[src/rtl/mcp_frame_encoder_pkg.sv]
// mcp_pkg: shared types and helpers for the MCP frame encoder.
//   - FSM state enum, frame geometry and field bit positions
//   - MCP response codes as decoded upstream (wait/ready/retry)
//   - check-byte functions: plain XOR, or CRC-8 when
//     MCP_FRAME_ENCODER_CRC8_EN is defined
package mcp_pkg;

   typedef enum logic [1:0] {
      IDLE       = 2'd0,
      SEND       = 2'd1,
      AWAIT_RESP = 2'd2
   } mcpState_t;

   typedef enum logic [15:0] {
      RESP_WAIT  = 16'hFFF1,
      RESP_READY = 16'hFFF2,
      RESP_RETRY = 16'hFFF3
   } mcpResp_t;

   localparam int FRAME_BYTES = 12;
   localparam int FRAME_BITS  = 8 * FRAME_BYTES;

   // Field LSB positions inside the 96-bit frame image (byte0 at the MSB).
   localparam int START_LSB = 88;
   localparam int INSTR_LSB = 72;
   localparam int ADDR_LSB  = 48;
   localparam int DATA_LSB  = 16;
   localparam int CHECK_LSB = 8;
   localparam int END_LSB   = 0;

   // body = frame bytes 1..9, byte1 in the top 8 bits.
   function automatic logic [7:0] checkXor(input logic [71:0] body);
      logic [7:0] acc;
      acc = 8'h00;
      for (int i = 0; i < 9; i++) acc = acc ^ body[8*i +: 8];
      return acc;
   endfunction

   // CRC-8, poly 0x07, init 0, MSB-first, no reflection, no final XOR.
   function automatic logic [7:0] checkCrc8(input logic [71:0] body);
      logic [7:0] crc;
      logic       fb;
      crc = 8'h00;
      for (int i = 71; i >= 0; i--) begin
         fb  = crc[7] ^ body[i];
         crc = {crc[6:0], 1'b0} ^ (fb ? 8'h07 : 8'h00);
      end
      return crc;
   endfunction

   function automatic logic [7:0] checkByte(input logic [71:0] body);
`ifdef MCP_FRAME_ENCODER_CRC8_EN
      return checkCrc8(body);
`else
      return checkXor(body);
`endif
   endfunction

endpackage

[src/rtl/mcp_frame_encoder_if.sv]
// Command, byte-stream and response-flag bundle of the MCP frame encoder.
//   master : the encoder (drives oBusy/oTxByte/oTxValid/oDone/oError/oFrame)
//   slave  : command source, UART TX and response decoder side
interface mcp_frame_encoder_if;
   logic        iStart;
   logic [15:0] iInstruction;
   logic [23:0] iAddr;
   logic [31:0] iData;
   logic        oBusy;
   logic [7:0]  oTxByte;
   logic        oTxValid;
   logic        iTxReady;
   logic        iWait;
   logic        iReady;
   logic        iRetry;
   logic        oDone;
   logic        oError;
   logic [95:0] oFrame;

   modport master (
      input  iStart, iInstruction, iAddr, iData, iTxReady, iWait, iReady, iRetry,
      output oBusy, oTxByte, oTxValid, oDone, oError, oFrame
   );

   modport slave (
      output iStart, iInstruction, iAddr, iData, iTxReady, iWait, iReady, iRetry,
      input  oBusy, oTxByte, oTxValid, oDone, oError, oFrame
   );
endinterface

[src/rtl/mcp_frame_encoder_tx_byte_mux.sv]
// mcp_tx_byte_mux: picks frame byte [index] (0..11, byte0 = MSB byte).
//   frame  in  96  registered frame image
//   index  in  4   byte index
//   txByte out 8   selected byte (0 for out-of-range index)
import mcp_pkg::*;

module mcp_tx_byte_mux (
   input  logic [FRAME_BITS-1:0] frame,
   input  logic [3:0]            index,
   output logic [7:0]            txByte
);
   always_comb begin
      txByte = 8'h00;
      for (int i = 0; i < FRAME_BYTES; i++) begin
         if (index == 4'(i)) txByte = frame[FRAME_BITS-1-8*i -: 8];
      end
   end
endmodule

[src/rtl/mcp_frame_encoder.sv]
// mcp_frame_encoder: captures one command, serialises a 12-byte MCP frame
// over a valid/ready link and waits for the decoded response, resending on
// retry request or response timeout up to MAX_RETRY times.
//   clk, reset (sync, active-low)
//   bus (master): iStart/iInstruction/iAddr/iData command, oTxByte/oTxValid/
//                 iTxReady stream, iWait/iReady/iRetry flags, oBusy/oDone/
//                 oError status, oFrame captured frame image
// Build option: MCP_FRAME_ENCODER_CRC8_EN selects CRC-8 check byte, else XOR.
//
// state      | meaning
// IDLE       | waiting for iStart
// SEND       | presenting frame byte [byteIdx] on the stream
// AWAIT_RESP | frame sent, waiting for ready/retry/wait or timeout
import mcp_pkg::*;

module mcp_frame_encoder #(
   parameter logic [7:0] START_BYTE   = 8'h0F,
   parameter logic [7:0] END_BYTE     = 8'hF0,
   parameter int         MAX_RETRY    = 3,
   parameter int         RESP_TIMEOUT = 1024
) (
   input  logic                clk,
   input  logic                reset,
   mcp_frame_encoder_if.master bus
);
   localparam int RETRY_W = ($clog2(MAX_RETRY + 1) < 2) ? 2 : $clog2(MAX_RETRY + 1);
   localparam int TMO_W   = $clog2(RESP_TIMEOUT);

   mcpState_t             state;
   logic [FRAME_BITS-1:0] frameQ;
   logic [FRAME_BITS-1:0] newFrame;
   logic [3:0]            byteIdx;
   logic [RETRY_W-1:0]    retryCnt;
   logic [TMO_W-1:0]      timeoutCnt;
   logic                  txValid;
   logic                  busy;
   logic                  done;
   logic                  error;
   logic [7:0]            txByte;

   always_comb begin
      newFrame = '0;
      newFrame[START_LSB +: 8]  = START_BYTE;
      newFrame[INSTR_LSB +: 16] = bus.iInstruction;
      newFrame[ADDR_LSB  +: 24] = bus.iAddr;
      newFrame[DATA_LSB  +: 32] = bus.iData;
      newFrame[CHECK_LSB +: 8]  = checkByte({bus.iInstruction, bus.iAddr, bus.iData});
      newFrame[END_LSB   +: 8]  = END_BYTE;
   end

   always_ff @(posedge clk) begin
      if (!reset) begin
         state      <= IDLE;
         frameQ     <= '0;
         byteIdx    <= '0;
         retryCnt   <= '0;
         timeoutCnt <= '0;
         txValid    <= 1'b0;
         busy       <= 1'b0;
         done       <= 1'b0;
         error      <= 1'b0;
      end else begin
         done  <= 1'b0;
         error <= 1'b0;
         case (state)
            IDLE: begin
               if (bus.iStart) begin
                  frameQ   <= newFrame;
                  byteIdx  <= '0;
                  retryCnt <= '0;
                  txValid  <= 1'b1;
                  busy     <= 1'b1;
                  state    <= SEND;
               end
            end
            SEND: begin
               if (bus.iTxReady) begin
                  if (byteIdx == 4'(FRAME_BYTES - 1)) begin
                     // Valid drops with the last accept: no bubble byte.
                     byteIdx    <= '0;
                     timeoutCnt <= '0;
                     txValid    <= 1'b0;
                     state      <= AWAIT_RESP;
                  end else begin
                     byteIdx <= byteIdx + 4'd1;
                  end
               end
            end
            AWAIT_RESP: begin
               if (bus.iReady) begin
                  busy  <= 1'b0;
                  done  <= 1'b1;
                  state <= IDLE;
               end else if (bus.iRetry || timeoutCnt == TMO_W'(RESP_TIMEOUT - 1)) begin
                  if (retryCnt < RETRY_W'(MAX_RETRY)) begin
                     retryCnt <= retryCnt + 1'b1;
                     byteIdx  <= '0;
                     txValid  <= 1'b1;
                     state    <= SEND;
                  end else begin
                     busy  <= 1'b0;
                     error <= 1'b1;
                     state <= IDLE;
                  end
               end else if (bus.iWait) begin
                  timeoutCnt <= '0;
               end else begin
                  timeoutCnt <= timeoutCnt + 1'b1;
               end
            end
            default: state <= IDLE;
         endcase
      end
   end

   mcp_tx_byte_mux uByteMux (
      .frame  (frameQ),
      .index  (byteIdx),
      .txByte (txByte)
   );

   assign bus.oTxByte  = txByte;
   assign bus.oTxValid = txValid;
   assign bus.oBusy    = busy;
   assign bus.oDone    = done;
   assign bus.oError   = error;
   assign bus.oFrame   = frameQ;
endmodule

[src/flat_wrapper.sv]
// flat-port wrapper written by rule: the top's interface ports become plain ports
module mcp_frame_encoder_flat 
#(
   parameter logic [7:0] START_BYTE   = 8'h0F,
   parameter logic [7:0] END_BYTE     = 8'hF0,
   parameter int         MAX_RETRY    = 3,
   parameter int         RESP_TIMEOUT = 1024
)
  (clk, reset, bus_iStart, bus_iInstruction, bus_iAddr, bus_iData, bus_iTxReady, bus_iWait, bus_iReady, bus_iRetry, bus_oBusy, bus_oTxByte, bus_oTxValid, bus_oDone, bus_oError, bus_oFrame);
  mcp_frame_encoder_if bus_i ();
  input  logic clk;
  input  logic reset;
  input wire logic [$bits(bus_i.iStart)-1:0] bus_iStart;
  input wire logic [$bits(bus_i.iInstruction)-1:0] bus_iInstruction;
  input wire logic [$bits(bus_i.iAddr)-1:0] bus_iAddr;
  input wire logic [$bits(bus_i.iData)-1:0] bus_iData;
  input wire logic [$bits(bus_i.iTxReady)-1:0] bus_iTxReady;
  input wire logic [$bits(bus_i.iWait)-1:0] bus_iWait;
  input wire logic [$bits(bus_i.iReady)-1:0] bus_iReady;
  input wire logic [$bits(bus_i.iRetry)-1:0] bus_iRetry;
  output wire logic [$bits(bus_i.oBusy)-1:0] bus_oBusy;
  output wire logic [$bits(bus_i.oTxByte)-1:0] bus_oTxByte;
  output wire logic [$bits(bus_i.oTxValid)-1:0] bus_oTxValid;
  output wire logic [$bits(bus_i.oDone)-1:0] bus_oDone;
  output wire logic [$bits(bus_i.oError)-1:0] bus_oError;
  output wire logic [$bits(bus_i.oFrame)-1:0] bus_oFrame;
  assign bus_i.iStart = bus_iStart;
  assign bus_i.iInstruction = bus_iInstruction;
  assign bus_i.iAddr = bus_iAddr;
  assign bus_i.iData = bus_iData;
  assign bus_i.iTxReady = bus_iTxReady;
  assign bus_i.iWait = bus_iWait;
  assign bus_i.iReady = bus_iReady;
  assign bus_i.iRetry = bus_iRetry;
  assign bus_oBusy = bus_i.oBusy;
  assign bus_oTxByte = bus_i.oTxByte;
  assign bus_oTxValid = bus_i.oTxValid;
  assign bus_oDone = bus_i.oDone;
  assign bus_oError = bus_i.oError;
  assign bus_oFrame = bus_i.oFrame;
  mcp_frame_encoder #(.START_BYTE(START_BYTE), .END_BYTE(END_BYTE), .MAX_RETRY(MAX_RETRY), .RESP_TIMEOUT(RESP_TIMEOUT)) u_core (.clk(clk), .reset(reset), .bus(bus_i));
endmodule
[config.mk]
export PLATFORM = sky130hd
export DESIGN_NAME = mcp_frame_encoder_flat
export DESIGN_NICKNAME = d
export VERILOG_FILES = /design/src/rtl/mcp_frame_encoder_pkg.sv /design/src/rtl/mcp_frame_encoder_if.sv /design/src/rtl/mcp_frame_encoder_tx_byte_mux.sv /design/src/rtl/mcp_frame_encoder.sv /design/src/flat_wrapper.sv
export SDC_FILE = /design/constraint.sdc
export NUM_CORES = 1
export LEC_CHECK = 0
export BUFFER_PORTS_ARGS = -buffer_cell sky130_fd_sc_hd__buf_2
export CAP_MARGIN = 0
export CORE_ASPECT_RATIO = 1.25
export CORE_MARGIN = 3
export CORE_UTILIZATION = 51
export CTS_CLUSTER_SIZE = 25
export DETAILED_ROUTE_END_ITERATION = 12
export GPL_ROUTABILITY_DRIVEN = 0
export PLACE_DENSITY = 0.8
export SKIP_LAST_GASP = 1
export SYNTH_ARGS = -nofsm -noshare
export SYNTH_HDL_FRONTEND = slang
export SYNTH_SLANG_ARGS = --single-unit
[constraint.sdc]
create_clock -name clk -period 2.22 [get_ports clk]
set_input_delay 0 -clock clk [delete_from_list [all_inputs] [get_ports clk]]
set_output_delay 0 -clock clk [all_outputs]
set_load 0.05 [all_outputs]
==> summary by stage <==
Min path
In this run the most critical hold path is launched from reset. The tightest min-delay check is of the primary input to register type. The number of stages on the worst hold path is 2. The worst hold endpoint is u_core.timeoutCnt[2].

Timing
The count of endpoints failing setup in the final report is 1. Setup repair after global routing could not meet its margin everywhere. The actual slew at the worst max-slew pin is approximately 600 ps. Across all setup checks in the final design, the least slack found is -3.79 ps. The worst pin sits at a relative slew slack of between 50% and 60%. The worst setup skew after layout is 7.64 ps. The final number of max-transition violations is 0. The setup TNS after final layout is -3.79 ps. The time the final worst path needs with I/O delays and setup is 2220 ps. The number of hold violations in the final report came to 0.

The achievable frequency is 450 MHz. The worst path uses 100% of the clock period.

Power
The cell leakage power is 3.48 nW. In this run switching power makes up 34.2% of total power. Dividing total power by cell area gives a power density of just under 700 mW/mm2.

The share of power burned in registers is 37.8%. The power consumption is around 5.5 mW. The internal power consumption is 3.63 mW. The share of total power dissipated in the clock network is 33.8%.

Summed over all nets, the switching power comes to 1.89 mW. VDD sags by at most about 0.37 mV. The combinational fraction of design power is 28.4%.

Floorplanning
The die width is 101 um. The row count is 42. From bottom edge to top edge, the die measures 125 um. The area of the core is 0.0108 mm2. The initial core utilization is 53.3%.

The floorplan die area is 0.0126 mm2. The number of top-level pins is 187.

Placed design
The sum of net half-perimeters after detailed placement is 14.2 mm. Timing analysis after detailed placement gives a worst setup slack of about 120 ps. Buffers placed on the I/O ports in this run total 178. The post-place instance area is 0.00676 mm2.

Logic synthesis
The post-synthesis instance total is 742. The mapped netlist covers 0.00574 mm2. The post-synthesis area per instance is between 7 and 8 um2. The most instantiated flip-flop cell in the synthesis netlist is sky130_fd_sc_hd__dfxtp_1.

The share of async-settable or async-resettable flops after synthesis is 0%. The most area-hungry cell type in the Yosys netlist is sky130_fd_sc_hd__dfxtp_1. The Yosys step of the flow raised 0 warnings.

Summing the sequential cell areas from Yosys gives 35.9% of the chip area. By area the synthesized netlist is led by sky130_fd_sc_hd__dfxtp_1 (36%), sky130_fd_sc_hd__nand2_1 (12%), sky130_fd_sc_hd__a21oi_1 (11%). Synthesis instantiated between 60 and 70 different standard cells from the library.

The top cell type by area accounts for 35.9% of the synthesized area. The number of enable-type register cells in the synthesized netlist is 0. The number of synthesized register bits is 103.

Layout
Relative to the synthesized area, the layout overhead comes to 40.5%. With fillers left out, the area of the finished cells amounts to 0.00807 mm2. The proportion of layout cells with a drive suffix above 1 is 27.8%. For this run, the post-layout net count is 1061. The utilization after layout is between 70 and 80%.

Critical path
For flop-to-flop paths, the worst setup slack is 270 ps. STA classifies the critical path startpoint as a register. The cell class contributing the biggest share of worst-path delay is compound AO/OA/AOI/OAI gates. The largest individual stage delay along the critical path comes from the cell sky130_fd_sc_hd__dfxtp_4. The number of buffers and inverters on the critical path is 2. Counting buffers and inverters, the worst setup path is 7 cells deep. The highest fanout seen on the critical path is 8. STA classifies the critical path endpoint as a primary output. In this run the worst setup path begins at u_core.byteIdx[0]. At the worst endpoint, the arrival time is 2220 ps. In this run the critical register-to-register path is launched from u_core.timeoutCnt[0]. The longest individual stage delay on the worst path is 430 ps. Counting cells, the worst reg-to-reg path comes to 6. Walking the worst path, the cells encountered are inv_4, ha_4, nor2b_1, o21ai_0, o2111ai_2, a31oi_2, buf_6. In this run the critical register-to-register path is captured at u_core.timeoutCnt[9]. At the worst endpoint, the required time is 2220 ps. The kind of critical path is register to primary output.

Detailed routing
After detailed routing, no signal wire sits above met4. The routed design has 21.5 mm of wire. The number of DRC violations after detailed routing is 0.

In the final routed layout, each cell accounts on average for roughly 19 um. The detailed-routed wire length on met2 is 10.7 mm. Before antenna repair, the detailed router went through 5 iterations. The met1 routed wirelength after detailed routing is between 7 and 8 mm.

After detailed routing, the number of vias per cell comes to between 5 and 6. The routed via count is 6643. The count of nets left with antenna violations once routing finished came out at 0. The number of DRC markers after the initial detailed-route iteration is 632. Wire segments on met3 add up to between 1.5 and 2 mm in the final route.

Run
The number of violations of the max-capacitance limit is 0.

CTS
The total CTS buffers is 9. Clock-pin slew was measured on the worst setup and hold paths at 70 ps. The clock sink count is 103.

TritonCTS built the clock tree. The clock reaches the later pin of the worst-skew pair after 350 ps. CTS placed an instance of sky130_fd_sc_hd__clkbuf_16 at the clock tree root. The H-tree was split into 3 levels. The maximum clock insertion buffer count is 2.

GRT
The pin count of the biggest net entering global routing is 92. For this run the aggregate overflow at the end of global routing stands at 0. The via count of the first global-routing pass is approximately 6300. The number of antenna violations at the first check in global routing is 1. In the global route stage, overall resource usage came out at 32.7%. The global-route wire length before repair is about 33 mm.

Outcome
The flow ran to the end, but the final reports show violations. The final reports fail on negative setup slack.
## routing by layer
| metal | GRT usage (%) | vias up |
|---|---|---|
| met5 | 0 | - |
| met1 | 38.7 | 3090 |
| met3 | 5.55 | 106 |
| met4 | 16.8 | 0 |
| li1 | - | 3018 |
| met2 | 55.7 | 429 |
## worst register-to-register path: stages (launching register included)
cell and delay (ps):
sky130_fd_sc_hd__dfxtp_1 420, sky130_fd_sc_hd__ha_1 290, sky130_fd_sc_hd__nand3_1 180, sky130_fd_sc_hd__o311ai_4 350, sky130_fd_sc_hd__nand2_1 260, sky130_fd_sc_hd__a41oi_1 280
sky130_fd_sc_hd__a31oi_1 60
## what timing repair did
item                                   CTS  global route
setup endpoints to repair                8             8
setup buffers                            0             3
hold buffers                            72             0
endpoints found under the hold margin   72             0
pin swaps                                4            13
gates resized for setup                 35            27
## cell usage in the layout, fill, tap and decap left out, types with 5 or more instances in the layout
cell type / n
sky130_fd_sc_hd__a21o_1: 6
sky130_fd_sc_hd__a21oi_1: 124
sky130_fd_sc_hd__a31oi_1: 7
sky130_fd_sc_hd__and2_1: 6
sky130_fd_sc_hd__buf_2: 170
sky130_fd_sc_hd__buf_4: 24
sky130_fd_sc_hd__buf_6: 9
sky130_fd_sc_hd__clkbuf_16: 9
sky130_fd_sc_hd__conb_1: 8
sky130_fd_sc_hd__dfxtp_1: 100
sky130_fd_sc_hd__dlygate4sd3_1: 72
sky130_fd_sc_hd__inv_1: 5
sky130_fd_sc_hd__nand2_1: 187
sky130_fd_sc_hd__nand2b_1: 5
sky130_fd_sc_hd__nand3_1: 8
sky130_fd_sc_hd__nand3b_1: 5
sky130_fd_sc_hd__nor2_1: 19
sky130_fd_sc_hd__nor2b_1: 10
sky130_fd_sc_hd__o21ai_0: 22
sky130_fd_sc_hd__o21ai_1: 5
sky130_fd_sc_hd__o22ai_1: 7
sky130_fd_sc_hd__or3b_2: 6
sky130_fd_sc_hd__xnor2_1: 40
sky130_fd_sc_hd__xnor3_1: 8
sky130_fd_sc_hd__xor2_1: 8
## power by group through the flow
stage / registers, mW / clock network (mW) / logic (mW)
after floorplan: 2.44 / 0 / 0.673
after global placement: 2.12 / 0 / 1.38
after detailed placement: 2.12 / 0 / 1.39
after CTS: 2.07 / 1.86 / 1.52
after global routing: 2.09 / 1.94 / 1.64
final: 2.08 / 1.86 / 1.57
## cell families (layout without fill, tap and decap cells)
kind of cell	count (synthesis)	after routing	synth area share [%]
AND/OR/NAND/NOR	277	277	22.2
AO/OA/AOI/OAI	224	224	23.6
flip-flops	103	103	35.9
buffers and inverters	70	301	5.56
XOR/XNOR	56	56	10.5
adder cells (fa/ha/maj)	7	7	1.53
multiplexers	4	4	0.698
other	1	10	0.0653
## registers in the layout, indices dropped and copies added (netlist names)
signal,cells
u_core.state,2
u_core.bus.oError,1
u_core.byteIdx,4
u_core.bus.oTxValid,1
u_core.bus.oDone,1
u_core.retryCnt,2
u_core.timeoutCnt,10
u_core.bus.oFrame,81
u_core.bus.oBusy,1
## per-stage QoR
step                instances  hold slack (ps)
floorplan                 749              136
global placement         1021              262
detailed placement       1021              264
CTS                      1109             18.5
global route             1113             54.0
finish                   1114             37.3
## worst max-delay path by stage
stage          slack (ps)             end
2_1_floorplan         -20  bus_oTxByte[2]
3_3_place_gp          200  bus_oTxByte[1]
3_5_place_dp          120  bus_oTxByte[1]
4_1_cts              -0.1  bus_oTxByte[3]
5_1_grt               -40  bus_oTxByte[4]
6_report               -4  bus_oTxByte[4]
## Yosys cell counts, types with 5 or more instances
| library cell | number |
|---|---|
| sky130_fd_sc_hd__or3b_2 | 6 |
| sky130_fd_sc_hd__nor2_1 | 19 |
| sky130_fd_sc_hd__inv_1 | 7 |
| sky130_fd_sc_hd__nand3b_1 | 5 |
| sky130_fd_sc_hd__nand2b_1 | 5 |
| sky130_fd_sc_hd__xor2_1 | 8 |
| sky130_fd_sc_hd__nand2_1 | 188 |
| sky130_fd_sc_hd__ha_1 | 7 |
| sky130_fd_sc_hd__dfxtp_1 | 103 |
| sky130_fd_sc_hd__buf_4 | 15 |
| sky130_fd_sc_hd__a21oi_1 | 127 |
| sky130_fd_sc_hd__a21o_1 | 6 |
| sky130_fd_sc_hd__a31oi_1 | 10 |
| sky130_fd_sc_hd__xnor2_1 | 40 |
| sky130_fd_sc_hd__and2_1 | 8 |
| sky130_fd_sc_hd__a21boi_0 | 5 |
| sky130_fd_sc_hd__nand3_1 | 8 |
| sky130_fd_sc_hd__nor2b_1 | 10 |
| sky130_fd_sc_hd__o22ai_1 | 7 |
| sky130_fd_sc_hd__xnor3_1 | 8 |
| sky130_fd_sc_hd__o21ai_0 | 28 |
| sky130_fd_sc_hd__clkbuf_1 | 47 |
## cell type report
cell class | instances | area, um2
Antenna cell | 2 | 5.00
Clock buffer | 9 | 225
Clock inverter | 7 | 125
Fill cell | 728 | 2710
Inverter | 8 | 35.0
Multi-Input combinational cell | 576 | 3540
Sequential cell | 103 | 2070
Tap cell | 132 | 165
Timing Repair Buffer | 277 | 1890
(Power assumes the default switching activity.)
